--- src/rtl/sal_dram_pkg.sv ---
// rtl/sal_dram_pkg.sv - shared DRAM command codes, refresh states and timing helper
package sal_dram_pkg;

    localparam int AP_BIT = 10;

    typedef enum logic [2:0] {
        CMD_NOP  = 3'd0,
        CMD_ACT  = 3'd1,
        CMD_RD   = 3'd2,
        CMD_WR   = 3'd3,
        CMD_PRE  = 3'd4,
        CMD_PREA = 3'd5,
        CMD_REF  = 3'd6
    } cmd_e;

    typedef enum logic [1:0] {
        ST_NORMAL   = 2'd0,
        ST_REF_PRE  = 2'd1,
        ST_REF_WAIT = 2'd2
    } ref_state_e;

    // A load of v leaves v-1 so the dependent command lands exactly v cycles later; v=0 acts as v=1.
    function automatic logic [31:0] tcnt_next(input logic load, input logic [31:0] v,
                                              input logic [31:0] cur);
        if (load) return (v == 32'd0) ? 32'd0 : v - 32'd1;
        return (cur == 32'd0) ? 32'd0 : cur - 32'd1;
    endfunction

endpackage

--- src/rtl/sal_mbank_ctrl_if.sv ---
// rtl/sal_mbank_ctrl_if.sv - in-order request stream from the address decoder
interface sal_mbank_ctrl_if #(
    parameter int BA_WIDTH = 2,
    parameter int RA_WIDTH = 14,
    parameter int CA_WIDTH = 10
);

    logic                req_valid;
    logic                req_ready;
    logic                req_wr;
    logic [BA_WIDTH-1:0] req_ba;
    logic [RA_WIDTH-1:0] req_ra;
    logic [CA_WIDTH-1:0] req_ca;

    modport master (
        output req_valid,
        output req_wr,
        output req_ba,
        output req_ra,
        output req_ca,
        input  req_ready
    );

    modport slave (
        input  req_valid,
        input  req_wr,
        input  req_ba,
        input  req_ra,
        input  req_ca,
        output req_ready
    );

endinterface

--- src/rtl/sal_bank_tracker.sv ---
// rtl/sal_bank_tracker.sv - per-bank open/row/accessed state and bank timing counters
module sal_bank_tracker
    import sal_dram_pkg::*;
#(
    parameter int RA_WIDTH = 14,
    parameter int TW       = 5
) (
    input  logic                clk,
    input  logic                rst,
    input  logic                act,
    input  logic                pre,
    input  logic                rd,
    input  logic                wr,
    input  logic [RA_WIDTH-1:0] act_row,
    input  logic [TW-1:0]       t_rcd,
    input  logic [TW-1:0]       t_rp,
    input  logic [TW-1:0]       t_ras,
    input  logic [TW-1:0]       t_rtp,
    input  logic [TW-1:0]       t_wtp,
    output logic                is_open,
    output logic                is_accessed,
    output logic [RA_WIDTH-1:0] row,
    output logic                rcd_met,
    output logic                rp_met,
    output logic                ras_met,
    output logic                rtp_met,
    output logic                wtp_met
);

    logic                open_q, open_d;
    logic                accessed_q, accessed_d;
    logic [RA_WIDTH-1:0] row_q, row_d;
    logic [TW-1:0]       rcd_q, rcd_d;
    logic [TW-1:0]       rp_q, rp_d;
    logic [TW-1:0]       ras_q, ras_d;
    logic [TW-1:0]       rtp_q, rtp_d;
    logic [TW-1:0]       wtp_q, wtp_d;

    always_comb begin
        open_d = open_q;
        if (act) open_d = 1'b1;
        if (pre) open_d = 1'b0;

        row_d = act ? act_row : row_q;

        accessed_d = accessed_q;
        if (rd || wr) accessed_d = 1'b1;
        if (act)      accessed_d = 1'b0;

        rcd_d = TW'(tcnt_next(act, 32'(t_rcd), 32'(rcd_q)));
        ras_d = TW'(tcnt_next(act, 32'(t_ras), 32'(ras_q)));
        rp_d  = TW'(tcnt_next(pre, 32'(t_rp),  32'(rp_q)));
        rtp_d = TW'(tcnt_next(rd,  32'(t_rtp), 32'(rtp_q)));
        wtp_d = TW'(tcnt_next(wr,  32'(t_wtp), 32'(wtp_q)));
    end

    always_ff @(posedge clk) begin
        if (rst) begin
            open_q     <= 1'b0;
            accessed_q <= 1'b0;
            row_q      <= '0;
            rcd_q      <= '0;
            rp_q       <= '0;
            ras_q      <= '0;
            rtp_q      <= '0;
            wtp_q      <= '0;
        end else begin
            open_q     <= open_d;
            accessed_q <= accessed_d;
            row_q      <= row_d;
            rcd_q      <= rcd_d;
            rp_q       <= rp_d;
            ras_q      <= ras_d;
            rtp_q      <= rtp_d;
            wtp_q      <= wtp_d;
        end
    end

    assign is_open     = open_q;
    assign is_accessed = accessed_q;
    assign row         = row_q;
    assign rcd_met     = (rcd_q == '0);
    assign rp_met      = (rp_q == '0);
    assign ras_met     = (ras_q == '0);
    assign rtp_met     = (rtp_q == '0);
    assign wtp_met     = (wtp_q == '0);

endmodule

--- src/rtl/sal_mbank_ctrl.sv ---
// rtl/sal_mbank_ctrl.sv - multi-bank DRAM command scheduler with all-bank refresh and page policy
module sal_mbank_ctrl
    import sal_dram_pkg::*;
#(
    parameter int  NUM_BANKS   = 4,
    parameter int  RA_WIDTH    = 14,
    parameter int  CA_WIDTH    = 10,
    parameter int  TW          = 5,
    parameter int  PAGE_POLICY = 0,
    localparam int BA_WIDTH    = $clog2(NUM_BANKS)
) (
    input  logic                 clk,
    input  logic                 rst,
    sal_mbank_ctrl_if.slave      req_if,
    input  logic                 ref_req,
    output logic                 ref_gnt,
    input  logic [TW-1:0]        t_rcd,
    input  logic [TW-1:0]        t_rp,
    input  logic [TW-1:0]        t_ras,
    input  logic [TW-1:0]        t_rtp,
    input  logic [TW-1:0]        t_wtp,
    input  logic [TW-1:0]        t_rrd,
    input  logic [TW-1:0]        t_ccd,
    input  logic [TW-1:0]        t_rfc,
    output logic [2:0]           cmd_code,
    output logic [BA_WIDTH-1:0]  cmd_ba,
    output logic [RA_WIDTH-1:0]  cmd_addr,
    output logic [NUM_BANKS-1:0] bank_open
);

    logic [NUM_BANKS-1:0] open_w, accessed_w;
    logic [NUM_BANKS-1:0] rcd_met, rp_met, ras_met, rtp_met, wtp_met, pre_ok;
    logic [RA_WIDTH-1:0]  row_w [NUM_BANKS];
    logic [NUM_BANKS-1:0] act_v, pre_v, rd_v, wr_v;

    ref_state_e           state_q, state_d;
    cmd_e                 cmd_q, cmd_d;
    logic [BA_WIDTH-1:0]  ba_q, ba_d;
    logic [RA_WIDTH-1:0]  addr_q, addr_d;
    logic [TW-1:0]        rrd_q, rrd_d, ccd_q, ccd_d, rfc_q, rfc_d;
    logic                 ready_c, gnt_c, found;
    logic [BA_WIDTH-1:0]  tgt;

    for (genvar i = 0; i < NUM_BANKS; i++) begin : g_bank
        sal_bank_tracker #(
            .RA_WIDTH (RA_WIDTH),
            .TW       (TW)
        ) u_bank (
            .clk         (clk),
            .rst         (rst),
            .act         (act_v[i]),
            .pre         (pre_v[i]),
            .rd          (rd_v[i]),
            .wr          (wr_v[i]),
            .act_row     (req_if.req_ra),
            .t_rcd       (t_rcd),
            .t_rp        (t_rp),
            .t_ras       (t_ras),
            .t_rtp       (t_rtp),
            .t_wtp       (t_wtp),
            .is_open     (open_w[i]),
            .is_accessed (accessed_w[i]),
            .row         (row_w[i]),
            .rcd_met     (rcd_met[i]),
            .rp_met      (rp_met[i]),
            .ras_met     (ras_met[i]),
            .rtp_met     (rtp_met[i]),
            .wtp_met     (wtp_met[i])
        );
    end

    assign pre_ok = ras_met & rtp_met & wtp_met;
    assign tgt    = req_if.req_ba;

    always_comb begin
        state_d = state_q;
        cmd_d   = CMD_NOP;
        ba_d    = '0;
        addr_d  = '0;
        ready_c = 1'b0;
        gnt_c   = 1'b0;
        found   = 1'b0;
        act_v   = '0;
        pre_v   = '0;
        rd_v    = '0;
        wr_v    = '0;
        if (!rst) begin
            unique case (state_q)
                ST_NORMAL: begin
                    // Refresh wins over the request; the request stays pending upstream.
                    if (ref_req) begin
                        state_d = (|open_w) ? ST_REF_PRE : ST_REF_WAIT;
                    end else begin
                        if (req_if.req_valid) begin
                            if (!open_w[tgt]) begin
                                if (rp_met[tgt] && rrd_q == '0 && rfc_q == '0) begin
                                    cmd_d      = CMD_ACT;
                                    ba_d       = tgt;
                                    addr_d     = req_if.req_ra;
                                    act_v[tgt] = 1'b1;
                                end
                            end else if (row_w[tgt] == req_if.req_ra) begin
                                if (rcd_met[tgt] && ccd_q == '0) begin
                                    cmd_d   = req_if.req_wr ? CMD_WR : CMD_RD;
                                    ba_d    = tgt;
                                    addr_d  = RA_WIDTH'(req_if.req_ca);
                                    ready_c = 1'b1;
                                    if (req_if.req_wr) wr_v[tgt] = 1'b1;
                                    else               rd_v[tgt] = 1'b1;
                                end
                            end else if (pre_ok[tgt]) begin
                                cmd_d      = CMD_PRE;
                                ba_d       = tgt;
                                pre_v[tgt] = 1'b1;
                            end
                        end
                        if (PAGE_POLICY != 0 && cmd_d == CMD_NOP) begin
                            for (int i = 0; i < NUM_BANKS; i++) begin
                                if (!found && open_w[i] && accessed_w[i] && pre_ok[i] &&
                                    !(req_if.req_valid && tgt == BA_WIDTH'(i))) begin
                                    found    = 1'b1;
                                    cmd_d    = CMD_PRE;
                                    ba_d     = BA_WIDTH'(i);
                                    pre_v[i] = 1'b1;
                                end
                            end
                        end
                    end
                end
                ST_REF_PRE: begin
                    if ((open_w & ~pre_ok) == '0) begin
                        cmd_d          = CMD_PREA;
                        addr_d[AP_BIT] = 1'b1;
                        pre_v          = '1;
                        state_d        = ST_REF_WAIT;
                    end
                end
                ST_REF_WAIT: begin
                    if ((&rp_met) && rfc_q == '0) begin
                        cmd_d   = CMD_REF;
                        gnt_c   = 1'b1;
                        state_d = ST_NORMAL;
                    end
                end
                default: state_d = ST_NORMAL;
            endcase
        end
    end

    always_comb begin
        rrd_d = TW'(tcnt_next(cmd_d == CMD_ACT, 32'(t_rrd), 32'(rrd_q)));
        ccd_d = TW'(tcnt_next(cmd_d == CMD_RD || cmd_d == CMD_WR, 32'(t_ccd), 32'(ccd_q)));
        rfc_d = TW'(tcnt_next(cmd_d == CMD_REF, 32'(t_rfc), 32'(rfc_q)));
    end

    always_ff @(posedge clk) begin
        if (rst) begin
            state_q <= ST_NORMAL;
            cmd_q   <= CMD_NOP;
            ba_q    <= '0;
            addr_q  <= '0;
            rrd_q   <= '0;
            ccd_q   <= '0;
            rfc_q   <= '0;
        end else begin
            state_q <= state_d;
            cmd_q   <= cmd_d;
            ba_q    <= ba_d;
            addr_q  <= addr_d;
            rrd_q   <= rrd_d;
            ccd_q   <= ccd_d;
            rfc_q   <= rfc_d;
        end
    end

    assign req_if.req_ready = ready_c;
    assign ref_gnt          = gnt_c;
    assign cmd_code         = cmd_q;
    assign cmd_ba           = ba_q;
    assign cmd_addr         = addr_q;
    assign bank_open        = open_w;

endmodule

--- src/flat_wrapper.sv ---
// flat-port wrapper written by rule: the top's interface ports become plain ports
module sal_mbank_ctrl_flat import sal_dram_pkg::*;
#(
    parameter int  NUM_BANKS   = 4,
    parameter int  RA_WIDTH    = 14,
    parameter int  CA_WIDTH    = 10,
    parameter int  TW          = 5,
    parameter int  PAGE_POLICY = 0,
    localparam int BA_WIDTH    = $clog2(NUM_BANKS)
)
  (clk, rst, ref_req, ref_gnt, t_rcd, t_rp, t_ras, t_rtp, t_wtp, t_rrd, t_ccd, t_rfc, cmd_code, cmd_ba, cmd_addr, bank_open, req_if_req_valid, req_if_req_wr, req_if_req_ba, req_if_req_ra, req_if_req_ca, req_if_req_ready);
  sal_mbank_ctrl_if #(.RA_WIDTH(RA_WIDTH), .CA_WIDTH(CA_WIDTH)) req_if_i ();
  input  logic clk;
  input  logic rst;
  input  logic ref_req;
  output logic ref_gnt;
  input  logic [TW-1:0] t_rcd;
  input  logic [TW-1:0] t_rp;
  input  logic [TW-1:0] t_ras;
  input  logic [TW-1:0] t_rtp;
  input  logic [TW-1:0] t_wtp;
  input  logic [TW-1:0] t_rrd;
  input  logic [TW-1:0] t_ccd;
  input  logic [TW-1:0] t_rfc;
  output logic [2:0] cmd_code;
  output logic [BA_WIDTH-1:0] cmd_ba;
  output logic [RA_WIDTH-1:0] cmd_addr;
  output logic [NUM_BANKS-1:0] bank_open;
  input wire logic [$bits(req_if_i.req_valid)-1:0] req_if_req_valid;
  input wire logic [$bits(req_if_i.req_wr)-1:0] req_if_req_wr;
  input wire logic [$bits(req_if_i.req_ba)-1:0] req_if_req_ba;
  input wire logic [$bits(req_if_i.req_ra)-1:0] req_if_req_ra;
  input wire logic [$bits(req_if_i.req_ca)-1:0] req_if_req_ca;
  output wire logic [$bits(req_if_i.req_ready)-1:0] req_if_req_ready;
  assign req_if_i.req_valid = req_if_req_valid;
  assign req_if_i.req_wr = req_if_req_wr;
  assign req_if_i.req_ba = req_if_req_ba;
  assign req_if_i.req_ra = req_if_req_ra;
  assign req_if_i.req_ca = req_if_req_ca;
  assign req_if_req_ready = req_if_i.req_ready;
  sal_mbank_ctrl #(.NUM_BANKS(NUM_BANKS), .RA_WIDTH(RA_WIDTH), .CA_WIDTH(CA_WIDTH), .TW(TW), .PAGE_POLICY(PAGE_POLICY)) u_core (.clk(clk), .rst(rst), .req_if(req_if_i), .ref_req(ref_req), .ref_gnt(ref_gnt), .t_rcd(t_rcd), .t_rp(t_rp), .t_ras(t_ras), .t_rtp(t_rtp), .t_wtp(t_wtp), .t_rrd(t_rrd), .t_ccd(t_ccd), .t_rfc(t_rfc), .cmd_code(cmd_code), .cmd_ba(cmd_ba), .cmd_addr(cmd_addr), .bank_open(bank_open));
endmodule
--- config.mk ---
export PLATFORM = sky130hd
export DESIGN_NAME = sal_mbank_ctrl_flat
export DESIGN_NICKNAME = d
export VERILOG_FILES = /design/src/rtl/sal_dram_pkg.sv /design/src/rtl/sal_mbank_ctrl_if.sv /design/src/rtl/sal_bank_tracker.sv /design/src/rtl/sal_mbank_ctrl.sv /design/src/flat_wrapper.sv
export SDC_FILE = /design/constraint.sdc
export NUM_CORES = 1
export LEC_CHECK = 0
export CORE_UTILIZATION = 35
export CTS_CLUSTER_DIAMETER = 150
export DETAILED_ROUTE_END_ITERATION = 8
export GPL_TIMING_DRIVEN = 0
export PLACE_DENSITY = 0.54
export SLEW_MARGIN = 20
export SYNTH_ARGS = -nofsm -noshare
export SYNTH_HDL_FRONTEND = slang
export SYNTH_SLANG_ARGS = --single-unit
--- constraint.sdc ---
create_clock -name clk -period 5.6 [get_ports clk]
set_input_delay 0.56 -clock clk [delete_from_list [all_inputs] [get_ports clk]]
set_output_delay 0.56 -clock clk [all_outputs]
set_load 0.005 [all_outputs]
==> impl_metrics.prom <==
# TYPE chip_impl_metric gauge
chip_impl_info{name="outcome",value="completed"} 1
chip_impl_info{name="synth_top_cell_by_area",value="sky130_fd_sc_hd__dfxtp_1"} 1
chip_impl_metric{name="ctsHtreeMaxLevel",unit=""} 4
chip_impl_metric{name="post_synth_inst_count",unit=""} 1257
chip_impl_metric{name="grt_first_pass_wirelength",unit="mm"} 47.5
chip_impl_metric{name="multi_input_combinational_cell_area",unit="sq um"} 5940
chip_impl_metric{name="timing.critical_path.required",unit="ns"} 5.04
chip_impl_metric{name="maximum_number_of_pins_on_one_net_before_global_route_repair",unit=""} 20
chip_impl_metric{name="cts_resized",unit=""} 0
chip_impl_metric{name="drtPass1Iterations",unit=""} 8
chip_impl_metric{name="irDropWorstVdd",unit="mV"} 0.244
chip_impl_metric{name="vias",unit=""} 9227
chip_impl_metric{name="grtUsageTotal",unit="%"} 20.2
chip_impl_info{name="dominantRegCellSynth",value="sky130_fd_sc_hd__dfxtp_1"} 1
chip_impl_metric{name="synth_simple_gate_area_share",unit="%"} 23.7
chip_impl_metric{name="min_period",unit="ns"} 4.68
chip_impl_info{name="cts_tree",value="done"} 1
chip_impl_metric{name="stdcell_count",unit=""} 1764
chip_impl_metric{name="slew_headroom",unit="%"} 20.4
chip_impl_metric{name="async_flop_share",unit="%"} 0
chip_impl_metric{name="floorplan.die.height",unit="um"} 175
chip_impl_metric{name="total_nets_final",unit=""} 1492
chip_impl_metric{name="cts_made_buffers",unit=""} 17
chip_impl_info{name="cp-startpoint",value="u_core.g_bank[0].u_bank.rcd_q[0]"} 1
chip_impl_info{name="crit_type",value="register to output pin"} 1
chip_impl_metric{name="max-clock-path-buffers",unit=""} 2
chip_impl_metric{name="synth_xor_area_share",unit="%"} 5.11
chip_impl_metric{name="powerDensity",unit="nW/um^2"} 443
chip_impl_metric{name="ffs_latches_synth",unit=""} 196
chip_impl_metric{name="post-route-period-util",unit="%"} 83.5
chip_impl_info{name="hold_path.startpoint",value="u_core.g_bank[2].u_bank.row[11]"} 1
chip_impl_metric{name="avg_vias_per_cell",unit=""} 5.23
chip_impl_metric{name="mappedNetlistNets",unit=""} 1382
chip_impl_metric{name="numPortBuffers",unit=""} 91
chip_impl_metric{name="place.gp.congestion",unit=""} 0.836
chip_impl_metric{name="syn2layout_area_growth",unit="%"} 19.1
chip_impl_info{name="start_kind",value="register"} 1
chip_impl_metric{name="wirelength",unit="mm"} 30.7
chip_impl_metric{name="rows",unit=""} 62
chip_impl_metric{name="synthDistinctLibCells",unit=""} 58
chip_impl_metric{name="mappedNetlistArea",unit="sq um"} 10500
chip_impl_metric{name="floorplan.initialDensity",unit="%"} 36.0
chip_impl_metric{name="clk_pin_slew_worst_paths",unit="ns"} 0.08
chip_impl_metric{name="post_synth_fa_ha_maj_area_fraction",unit="%"} 6.46
chip_impl_metric{name="worst_clock_skew",unit="ns"} 0.0141
chip_impl_metric{name="worstSkewPairLatency",unit="ns"} 0.45
chip_impl_metric{name="die-width",unit="um"} 175
chip_impl_metric{name="worstPathArrival",unit="ns"} 4.12
chip_impl_metric{name="fillerInstances",unit=""} 2933
chip_impl_metric{name="max_freq",unit="GHz"} 0.214
chip_impl_metric{name="wl_per_cell",unit="um"} 17.4
chip_impl_metric{name="dr.first_iter.drc_count",unit=""} 509
chip_impl_info{name="dominant_combinational_cell_family_by_area_after_synthesis",value="simple AND/OR/NAND/NOR gates"} 1
chip_impl_metric{name="tightestPinTransition",unit="ns"} 1.18
chip_impl_metric{name="worst-path-max-fanout",unit=""} 10
chip_impl_metric{name="timing.max_cap.violations",unit=""} 0
chip_impl_metric{name="regArea",unit="sq um"} 3920
chip_impl_info{name="synth.top_cells.by_area",value="sky130_fd_sc_hd__dfxtp_1, sky130_fd_sc_hd__a21oi_1, sky130_fd_sc_hd__ha_1"} 1
chip_impl_metric{name="place_inst",unit=""} 1732
chip_impl_metric{name="synth-compound-area-share",unit="%"} 14.1
chip_impl_metric{name="syn_area_per_cell",unit="sq um"} 8.32
chip_impl_metric{name="detailedPlacementHpwl",unit="mm"} 22.6
chip_impl_info{name="worst_r2r_startpoint",value="u_core.g_bank[1].u_bank.rp_q[0]"} 1
chip_impl_metric{name="synth_enable_flop_cells",unit=""} 0
chip_impl_metric{name="cts.hold.buffers_added",unit=""} 0
chip_impl_metric{name="detailed_place.area",unit="sq um"} 11900
chip_impl_metric{name="power.static_leakage",unit="nW"} 4.62
chip_impl_metric{name="synth.top_cell.area_share",unit="%"} 37.5
chip_impl_metric{name="grt_pass1_vias",unit=""} 8752
chip_impl_metric{name="antenna-diode-count",unit=""} 0
chip_impl_metric{name="total_congestion_overflow_after_global_routing",unit=""} 0
chip_impl_info{name="hold_path_class",value="register to register"} 1
chip_impl_metric{name="residual_drc_count",unit=""} 0
chip_impl_metric{name="setup_viol",unit=""} 0
chip_impl_metric{name="top_level_ports",unit=""} 96
chip_impl_metric{name="synthesis.yosys.warnings",unit=""} 0
chip_impl_metric{name="post-route-cell-area",unit="sq um"} 12500
chip_impl_metric{name="post_cts_repair_timing_setup_buffer_count",unit=""} 0
chip_impl_info{name="cts_root_buffer",value="sky130_fd_sc_hd__clkbuf_16"} 1
chip_impl_metric{name="report.power.total",unit="W"} 0.00552
chip_impl_metric{name="final_layout_size_suffix_gt1_share",unit="%"} 7.54
chip_impl_metric{name="initial_antenna_violation_count",unit=""} 0
chip_impl_metric{name="design.core.area",unit="sq um"} 29000
chip_impl_metric{name="die_area",unit="sq um"} 30600
chip_impl_info{name="critical_path_capture_point_type",value="output pin"} 1
chip_impl_metric{name="route.antenna.remaining_nets",unit=""} 0
chip_impl_metric{name="synth-seq-area-share",unit="%"} 37.5
chip_impl_metric{name="final.setup.tns",unit="ns"} 0
chip_impl_metric{name="mux_cell_area_share_after_synthesis",unit="%"} 7.18
chip_impl_metric{name="hold_viol_final",unit=""} 0
chip_impl_metric{name="max_slew_vio_count",unit=""} 0
chip_impl_metric{name="cts.sink_count",unit=""} 196
chip_impl_info{name="grt_setup_unrepaired",value="no"} 1
[through the flow]
stage	hold slack [ns]	util, %	setup slack, ns
3_5_place_dp	0.443	40.9	1.21
3_3_place_gp	0.437	40.8	1.22
4_1_cts	0.454	42.9	0.896
6_report	0.452	42.9	0.924
2_1_floorplan	0.424	-	2.41
5_1_grt	0.471	42.9	0.733
[Yosys cell counts, types with 6 or more instances]
cell                       instances
sky130_fd_sc_hd__nand4_1          12
sky130_fd_sc_hd__ha_1             54
sky130_fd_sc_hd__buf_2            12
sky130_fd_sc_hd__buf_4             8
sky130_fd_sc_hd__nand2b_1         11
sky130_fd_sc_hd__nor2_1           96
sky130_fd_sc_hd__inv_1            76
sky130_fd_sc_hd__nand2_1         177
sky130_fd_sc_hd__clkbuf_1         39
sky130_fd_sc_hd__nor4b_1          19
sky130_fd_sc_hd__dfxtp_1         196
sky130_fd_sc_hd__xnor2_1          59
sky130_fd_sc_hd__a211oi_1         11
sky130_fd_sc_hd__o21ai_0          13
sky130_fd_sc_hd__nand3_1          14
sky130_fd_sc_hd__or2_2             6
sky130_fd_sc_hd__mux2i_1          21
sky130_fd_sc_hd__mux4_2           17
sky130_fd_sc_hd__nor2b_1          15
sky130_fd_sc_hd__a21oi_1         142
sky130_fd_sc_hd__a31oi_1           6
sky130_fd_sc_hd__o22ai_1          17
sky130_fd_sc_hd__mux2_1            9
sky130_fd_sc_hd__nor3_1           72
sky130_fd_sc_hd__a22o_1           12
sky130_fd_sc_hd__or3_1            54
sky130_fd_sc_hd__o31ai_1          13
[final timing paths]
check	to	slack, ns	cells past startpoint
worst max-delay path	req_if_req_ready	0.92	9
worst min-delay path	u_core.g_bank[2].u_bank.row[11]	0.45	2
worst max register to register	u_core.g_bank[2].u_bank.row[10]	1.96	9
worst min register to register	u_core.g_bank[2].u_bank.row[11]	0.45	2
[worst max-delay path: stages (launching register included)]
cell and delay (ns):
sky130_fd_sc_hd__dfxtp_1 0.33, sky130_fd_sc_hd__inv_1 0.08, sky130_fd_sc_hd__ha_1 0.17, sky130_fd_sc_hd__nor4b_1 0.95, sky130_fd_sc_hd__a22o_1 0.30, sky130_fd_sc_hd__nor2_1 0.07, sky130_fd_sc_hd__or4_1 0.56, sky130_fd_sc_hd__nor3_4 0.27
sky130_fd_sc_hd__buf_2 0.38, sky130_fd_sc_hd__clkdlybuf4s50_1 0.57
[area by class of cell]
cell class	count	share of cell area, %
Multi-Input combinational cell	918	47.7
Sequential cell	196	31.5
Timing Repair Buffer	91	7.32
Tap cell	384	3.86
Clock buffer	17	3.42
Buffer	67	2.69
Inverter	76	2.29
Clock inverter	15	1.18
[sequential cells by signal (all words and copies together), names as in the netlist, 14 cells and up]
signal                      cells
u_core.g_bank.u_bank.wtp_q     20
u_core.g_bank.u_bank.rp_q      20
u_core.cmd_addr                14
u_core.g_bank.u_bank.rcd_q     20
u_core.g_bank.u_bank.rtp_q     20
u_core.g_bank.u_bank.row       56
u_core.g_bank.u_bank.ras_q     20
[logic make-up after synthesis]
family / after synthesis
flip-flops: 196
XOR/XNOR: 61
AO/OA/AOI/OAI: 247
multiplexers: 52
buffers and inverters: 143
AND/OR/NAND/NOR: 504
adder cells (fa/ha/maj): 54
[power breakdown]
| part | internal, W | total, W | switching [W] |
|---|---|---|---|
| sequential | 0.00173 | 0.00199 | 0.000260 |
| combinational | 0.00110 | 0.00231 | 0.00121 |
| clock | 0.000589 | 0.00121 | 0.000623 |
[per-layer routing]
layer	track usage, %	routed length (um)	part of all wire [%]
met1	26.2	14100	46
met2	34.2	14600	48
met3	3.61	1380	4.5
met4	6.01	546	1.8
met5	0	0	0
[layout by cell type, fill, tap and decap left out, types with 6 or more instances in the layout]
master,synthesis,layout
sky130_fd_sc_hd__or3_1,54,54
sky130_fd_sc_hd__a21oi_1,142,142
sky130_fd_sc_hd__nor4b_1,19,14
sky130_fd_sc_hd__clkbuf_16,0,17
sky130_fd_sc_hd__or2_2,6,6
sky130_fd_sc_hd__o22ai_1,17,17
sky130_fd_sc_hd__nand2b_1,11,11
sky130_fd_sc_hd__a22o_1,12,12
sky130_fd_sc_hd__clkbuf_1,39,39
sky130_fd_sc_hd__ha_1,54,54
sky130_fd_sc_hd__buf_2,12,12
sky130_fd_sc_hd__mux2i_1,21,21
sky130_fd_sc_hd__a211oi_1,11,11
sky130_fd_sc_hd__mux2_1,9,9
sky130_fd_sc_hd__o31ai_1,13,13
sky130_fd_sc_hd__mux4_2,17,17
sky130_fd_sc_hd__a31oi_1,6,6
sky130_fd_sc_hd__nor3_1,72,72
sky130_fd_sc_hd__dfxtp_1,196,196
sky130_fd_sc_hd__clkdlybuf4s50_1,0,91
sky130_fd_sc_hd__xnor2_1,59,59
sky130_fd_sc_hd__nand3_1,14,14
sky130_fd_sc_hd__inv_1,76,76
sky130_fd_sc_hd__buf_4,8,8
sky130_fd_sc_hd__nor2_1,96,96
sky130_fd_sc_hd__nand4_1,12,12
sky130_fd_sc_hd__nor2b_1,15,15
sky130_fd_sc_hd__o21ai_0,13,13
sky130_fd_sc_hd__nand2_1,177,177
Power figures use the tool's default switching activity.
==> RTL edit 1 (same flow settings) <==
Reset style: asynchronous (`rst`), changed in 2 clocked blocks.
--- a/src/rtl/sal_bank_tracker.sv
+++ b/src/rtl/sal_bank_tracker.sv
@@ -54,7 +54,7 @@
         wtp_d = TW'(tcnt_next(wr,  32'(t_wtp), 32'(wtp_q)));
     end
 
-    always_ff @(posedge clk) begin
+    always_ff @(posedge clk or posedge rst) begin
         if (rst) begin
             open_q     <= 1'b0;
             accessed_q <= 1'b0;
--- a/src/rtl/sal_mbank_ctrl.sv
+++ b/src/rtl/sal_mbank_ctrl.sv
@@ -153,7 +153,7 @@
         rfc_d = TW'(tcnt_next(cmd_d == CMD_REF, 32'(t_rfc), 32'(rfc_q)));
     end
 
-    always_ff @(posedge clk) begin
+    always_ff @(posedge clk or posedge rst) begin
         if (rst) begin
             state_q <= ST_NORMAL;
             cmd_q   <= CMD_NOP;
Function: not settled (the Yosys comparison gave no result); the edit may change what the design does.
==> RTL edit 1 against the unedited design <==
- area after synthesis is 7.6% higher
- wire length shrank 5.6%
- setup slack worse by 0.27 ns
- combinational power down 4%
- fmax shrank 5.5%
- non-clock buffer count shrank 38
- sequential cell count did not move
- final area rose by 7.0%
- power rose by 3.5%
- global-route usage down 1.8 points
- worst hold slack worse by 0.074 ns
- critical path type unchanged
- sequential share of layout area grew 5.3 points
==> RTL edit 1: results (changes against the unedited design) <==
| Metric | Value |
|---|---|
| Outcome | `completed (unchanged)` |
| Crit path launch | `u_core.g_bank[3].u_bank.rcd_q[0] (was u_core.g_bank[0].u_bank.rcd_q[0])` |
| Dominant cells by area after synthesis | `dfrtp_1 (44%), mux2_2 (6.3%), ha_1 (6.0%) (was dfxtp_1 (38%), a21oi_1 (6.8%), ha_1 (6.5%))` |
| Crit-path leading delay family | `buffers and inverters (was simple AND/OR/NAND/NOR gates)` |
| R2R Setup Slk | `1.78 ns (was 1.96 ns)` |
| Repair and plain buffers | `120 (was 158)` |
| GRT Total Usage | `18.4% (was 20.2%)` |
| Seq. cell area | `4900 µm² (was 3920 µm²)` |
| Register area share after synthesis | `43.6% (was 37.5%)` |
| Routed WL | `28.9 mm (was 30.7 mm)` |
| CP peak stage delay | `0.73 ns (was 0.95 ns)` |
| First-pass GRT wire length | `46.5 mm (was 47.5 mm)` |
| Non-clock inverter count | `77 (was 76)` |
| Post-layout net count | `1,296 (was 1,492)` |
| FF-to-FF End | `u_core.g_bank[3].u_bank.row[7] (was u_core.g_bank[2].u_bank.row[10])` |
| Worst Path Arrival | `4.39 ns (was 4.12 ns)` |
| Routability cong. | `0.827 (was 0.836)` |
| Worst Hold Class | `input pin to asynchronous set/reset pin (was flop to flop)` |
| Multi-input gate area | `5930 µm² (was 5940 µm²)` |
| Vias in the first global route | `8,260 (was 8,752)` |
| Hold slack | `0.378 ns (was 0.452 ns)` |
| Clock skew | `0.0141 ns (about the same)` |
| ClkCell Share | `4.27% (was 4.59%)` |
| Share of layout cells above drive strength 1 | `14.5% (was 7.54%)` |
| Number of library cell types mapped by synthesis | `62 (was 58)` |
| Initial drt markers | `613 (was 509)` |
| Fill cell count | `3,009 (was 2,933)` |
| Vias post-DR | `8,454 (was 9,227)` |
| DP Cell Count | `1,554 (was 1,732)` |
| Die area | `32,900 µm² (was 30,600 µm²)` |
| WL per Instance | `18.3 µm (was 17.4 µm)` |
| Detail Placement HPWL | `21.0 mm (was 22.6 mm)` |
| R2r startpoint | `u_core.g_bank[1].u_bank.rp_q[0] (unchanged)` |
| Max VDD drop | `206 µV (was 244 µV)` |
| Reg2reg path depth | `8 (was 9)` |
| Slew margin rel. | `25.5% (was 20.4%)` |
| Net Count, Synth | `1,185 (was 1,382)` |
| Clk_lat worst skew | `0.45 ns (about the same)` |
| Top post-synthesis cells by count | `dfrtp_1 (196), inv_1 (76), nand2_1 (71) (was dfxtp_1 (196), nand2_1 (177), a21oi_1 (142))` |
| Multi-input gates | `759 (was 918)` |
-- RTL edit 1: cell count changes after synthesis, sizes merged, moves of 49 or more --
cell / change
mux2: +49
dfxtp: -196
nand2: -106
nor2: -50
a21oi: -100
dfrtp: +196
-- RTL edit 1: worst register-to-register path: stages, from the launching register on --
cell     delay, ns
dfrtp_1       0.40
inv_1         0.09
ha_1          0.18
nor4b_1       0.88
mux4_2        0.48
nand3_1       0.19
nor2_1        0.64
buf_2         0.47
mux2_2        0.38
-- RTL edit 1: layer usage --
| metal | wire length (µm) | GRT usage [%] | vias up |
|---|---|---|---|
| met5 | 0 | 0 | - |
| met4 | 393 | 5.19 | 0 |
| met3 | 1090 | 3.33 | 20 |
| met2 | 13500 | 28.8 | 159 |
| met1 | 14000 | 25.9 | 4225 |
| li1 | - | - | 4050 |
-- RTL edit 1: cell families after synthesis --
group / after synthesis / share of synthesized area (%)
fa+ha+maj: 54 / 6.00
flops: 196 / 43.6
buf+inv: 105 / 4.17
compound gates: 158 / 9.15
simple gates: 360 / 18.1
mux: 128 / 14.4
xor+xnor: 59 / 4.59
-- RTL edit 1: metrics by stage --
step                setup slack [ns]  util, %
global placement               -1.39     40.0
floorplan                      0.950        -
global route                   0.341     42.1
CTS                            0.238     42.0
detailed placement             0.739     40.2
finish                         0.653     42.1
-- RTL edit 1: power breakdown --
part | switching [mW] | leakage, nW | internal (mW)
logic | 1.09 | 3.37 | 1.13
clock network | 0.623 | 0.272 | 0.590
registers | 0.387 | 2.51 | 1.89
total | 2.10 | 6.16 | 3.61
==> RTL edit 2 (config.mk and constraints unchanged) <==
Without the edit above. `TW` is set to 5 in 3 places; all go to 6.
--- a/src/rtl/sal_bank_tracker.sv
+++ b/src/rtl/sal_bank_tracker.sv
@@ -3,7 +3,7 @@
     import sal_dram_pkg::*;
 #(
     parameter int RA_WIDTH = 14,
-    parameter int TW       = 5
+    parameter int TW       = 6
 ) (
     input  logic                clk,
     input  logic                rst,
--- a/src/rtl/sal_mbank_ctrl.sv
+++ b/src/rtl/sal_mbank_ctrl.sv
@@ -5,7 +5,7 @@
     parameter int  NUM_BANKS   = 4,
     parameter int  RA_WIDTH    = 14,
     parameter int  CA_WIDTH    = 10,
-    parameter int  TW          = 5,
+    parameter int  TW          = 6,
     parameter int  PAGE_POLICY = 0,
     localparam int BA_WIDTH    = $clog2(NUM_BANKS)
 ) (
--- a/src/flat_wrapper.sv
+++ b/src/flat_wrapper.sv
@@ -4,7 +4,7 @@
     parameter int  NUM_BANKS   = 4,
     parameter int  RA_WIDTH    = 14,
     parameter int  CA_WIDTH    = 10,
-    parameter int  TW          = 5,
+    parameter int  TW          = 6,
     parameter int  PAGE_POLICY = 0,
     localparam int BA_WIDTH    = $clog2(NUM_BANKS)
 )
Interface: changed (8 resized); port bits go from 96 to 104. The function was not compared with the original's and may differ.
==> RTL edit 2 against the unedited design <==
- combinational power increased by 16%
- sequential power increased by 11%
- register-to-register slack improved by 0.11 ns
- sequential cell count increased by 23
- global-route usage decreased by 1.1 points
- final area increased by 17%
- wire length increased by 12%
- non-clock buffer count increased by 10
- power increased by 19%
- setup slack improved by 0.44 ns
- worst hold slack improved by 0.0025 ns
- die area increased by 16%
- area after synthesis increased by 17%
- critical endpoint unchanged
==> RTL edit 2: results (changes against the unedited design) <==
| Metric | Value |
|---|---|
| FP Rows | `67 (was 62)` |
| Worst-path clk slew | `0.06 ns (was 0.08 ns)` |
| GRT Total Usage | `19.2% (was 20.2%)` |
| Max VDD drop | `227 µV (was 244 µV)` |
| Net Count, Synth | `1,608 (was 1,382)` |
| Routability cong. | `0.848 (was 0.836)` |
| Leakage | `5.90 nW (was 4.62 nW)` |
| Detail Placement HPWL | `25.0 mm (was 22.6 mm)` |
| Worst Hold Class | `flop to flop (unchanged)` |
| Final std cells w/o fill | `2,061 (was 1,764)` |
| CTS root buf | `clkbuf_16 (unchanged)` |
| # H-tree levels | `1 (was 4)` |
| Number of library cell types mapped by synthesis | `69 (was 58)` |
| Register area share after synthesis | `36.0% (was 37.5%)` |
| Post-CTS Resized | `0 (unchanged)` |
| Crit path launch | `req_if_req_ba[0] (was u_core.g_bank[0].u_bank.rcd_q[0])` |
| Clock skew | `0.0145 ns (was 0.0141 ns)` |
| Hold Startpoint | `u_core.g_bank[1].u_bank.row[6] (was u_core.g_bank[2].u_bank.row[11])` |
| R2r startpoint | `u_core.g_bank[0].u_bank.ras_q[2] (was u_core.g_bank[1].u_bank.rp_q[0])` |
| Vias in the first global route | `10,038 (was 8,752)` |
| Dominant cells by area after synthesis | `dfxtp_1 (36%), nor2_1 (6.8%), ha_1 (6.4%) (was dfxtp_1 (38%), a21oi_1 (6.8%), ha_1 (6.5%))` |
| PortBufs | `101 (was 91)` |
| GRT overflow | `0 (unchanged)` |
| Initial drt markers | `582 (was 509)` |
| Post-CTS Setup Bufs | `0 (unchanged)` |
| DP Cell Count | `2,016 (was 1,732)` |
| Fill cell count | `3,432 (was 2,933)` |
| Worst Path Arrival | `3.67 ns (was 4.12 ns)` |
| Top post-synthesis cells by count | `nor2_1 (221), dfxtp_1 (219), nand2_1 (135) (was dfxtp_1 (196), nand2_1 (177), a21oi_1 (142))` |
| Share of layout cells above drive strength 1 | `7.75% (was 7.54%)` |
| Clk_lat worst skew | `0.53 ns (was 0.45 ns)` |
| Vias/cell | `5.07 (was 5.23)` |
| Total CTS buffers | `25 (was 17)` |
| Mapped Cells | `1,467 (was 1,257)` |
| WL per Instance | `16.7 µm (was 17.4 µm)` |
| Initial antenna violation count | `0 (unchanged)` |
| First-pass GRT wire length | `54.1 mm (was 47.5 mm)` |
| Post-layout net count | `1,736 (was 1,492)` |
| Largest net degree at the start of global routing | `15 (was 20)` |
| Clock Path Buffers | `3 (was 2)` |
| Tightest Pin Transition | `1.06 ns (was 1.18 ns)` |
| Drt first pass iters | `7 (was 8)` |
| Outcome | `completed (unchanged)` |
## RTL edit 2: changes by cell type after synthesis, moves of 19 or more
cell	delta
a21oi_1	-46
dfxtp_1	+23
mux2i_1	+43
nand2_1	-42
nand2b_1	+20
nor2_1	+125
nor3_1	+19
or3_1	-34
xor2_1	+28
## RTL edit 2: cell families after synthesis
group	share of synthesized area [%]
mux	8.83
fa+ha+maj	6.37
simple gates	25.4
compound gates	11.0
buf+inv	5.42
flops	36.0
xor+xnor	7.05
## RTL edit 2: area by class of cell
type / count / area [µm²] / share of cell area, %
Timing Repair Buffer: 101 / 1010 / 6.92
Inverter: 83 / 312 / 2.13
Buffer: 67 / 349 / 2.39
Clock inverter: 13 / 130 / 0.891
Multi-Input combinational cell: 1098 / 7140 / 48.9
Tap cell: 448 / 561 / 3.84
Sequential cell: 219 / 4380 / 30.0
Clock buffer: 32 / 712 / 4.88
## RTL edit 2: through the flow
stage | setup slack [ns] | area [µm²] | power, mW
6_report | 1.37 | 14600 | 6.55
5_1_grt | 1.25 | 14600 | 7.09
4_1_cts | 1.41 | 14600 | 6.58
3_5_place_dp | 1.42 | 13800 | 4.88
3_3_place_gp | 1.41 | 13800 | 4.83
2_1_floorplan | 2.49 | 12200 | 4.28
## RTL edit 2: routing by layer
metal / vias to the layer above / GRT usage, % / wire, µm
li1: 5281 / - / -
met1: 4913 / 25.8 / 16200
met2: 218 / 32.0 / 15700
met3: 47 / 2.38 / 1490
met4: 0 / 5.77 / 908
met5: - / 0 / 0
## RTL edit 2: path summary, 6_finish.rpt
path | end | slack, ns | cells after the start
setup / recovery | req_if_req_ready | 1.37 | 11
hold / removal | u_core.g_bank[1].u_bank.row[6] | 0.45 | 2
hold reg to reg | u_core.g_bank[1].u_bank.row[6] | 0.45 | 2
setup reg to reg | u_core.g_bank[2].u_bank.rp_q[2] | 2.07 | 7
## RTL edit 2: power breakdown
group	total [mW]	internal [mW]	switching (mW)
Clock	1.68	0.990	0.694
Sequential	2.20	1.92	0.276
Combinational	2.67	1.23	1.44
Total	6.55	4.14	2.41
## RTL edit 2: critical path: stages
cell and delay (ns):
buf_6 0.11, buf_6 0.20, buf_4 0.23, mux4_2 0.33, xnor2_1 0.25, nand4_1 0.25
nor4_4 0.56, and4_1 0.25, buf_4 0.22, buf_6 0.18, clkdlybuf4s50_1 0.50
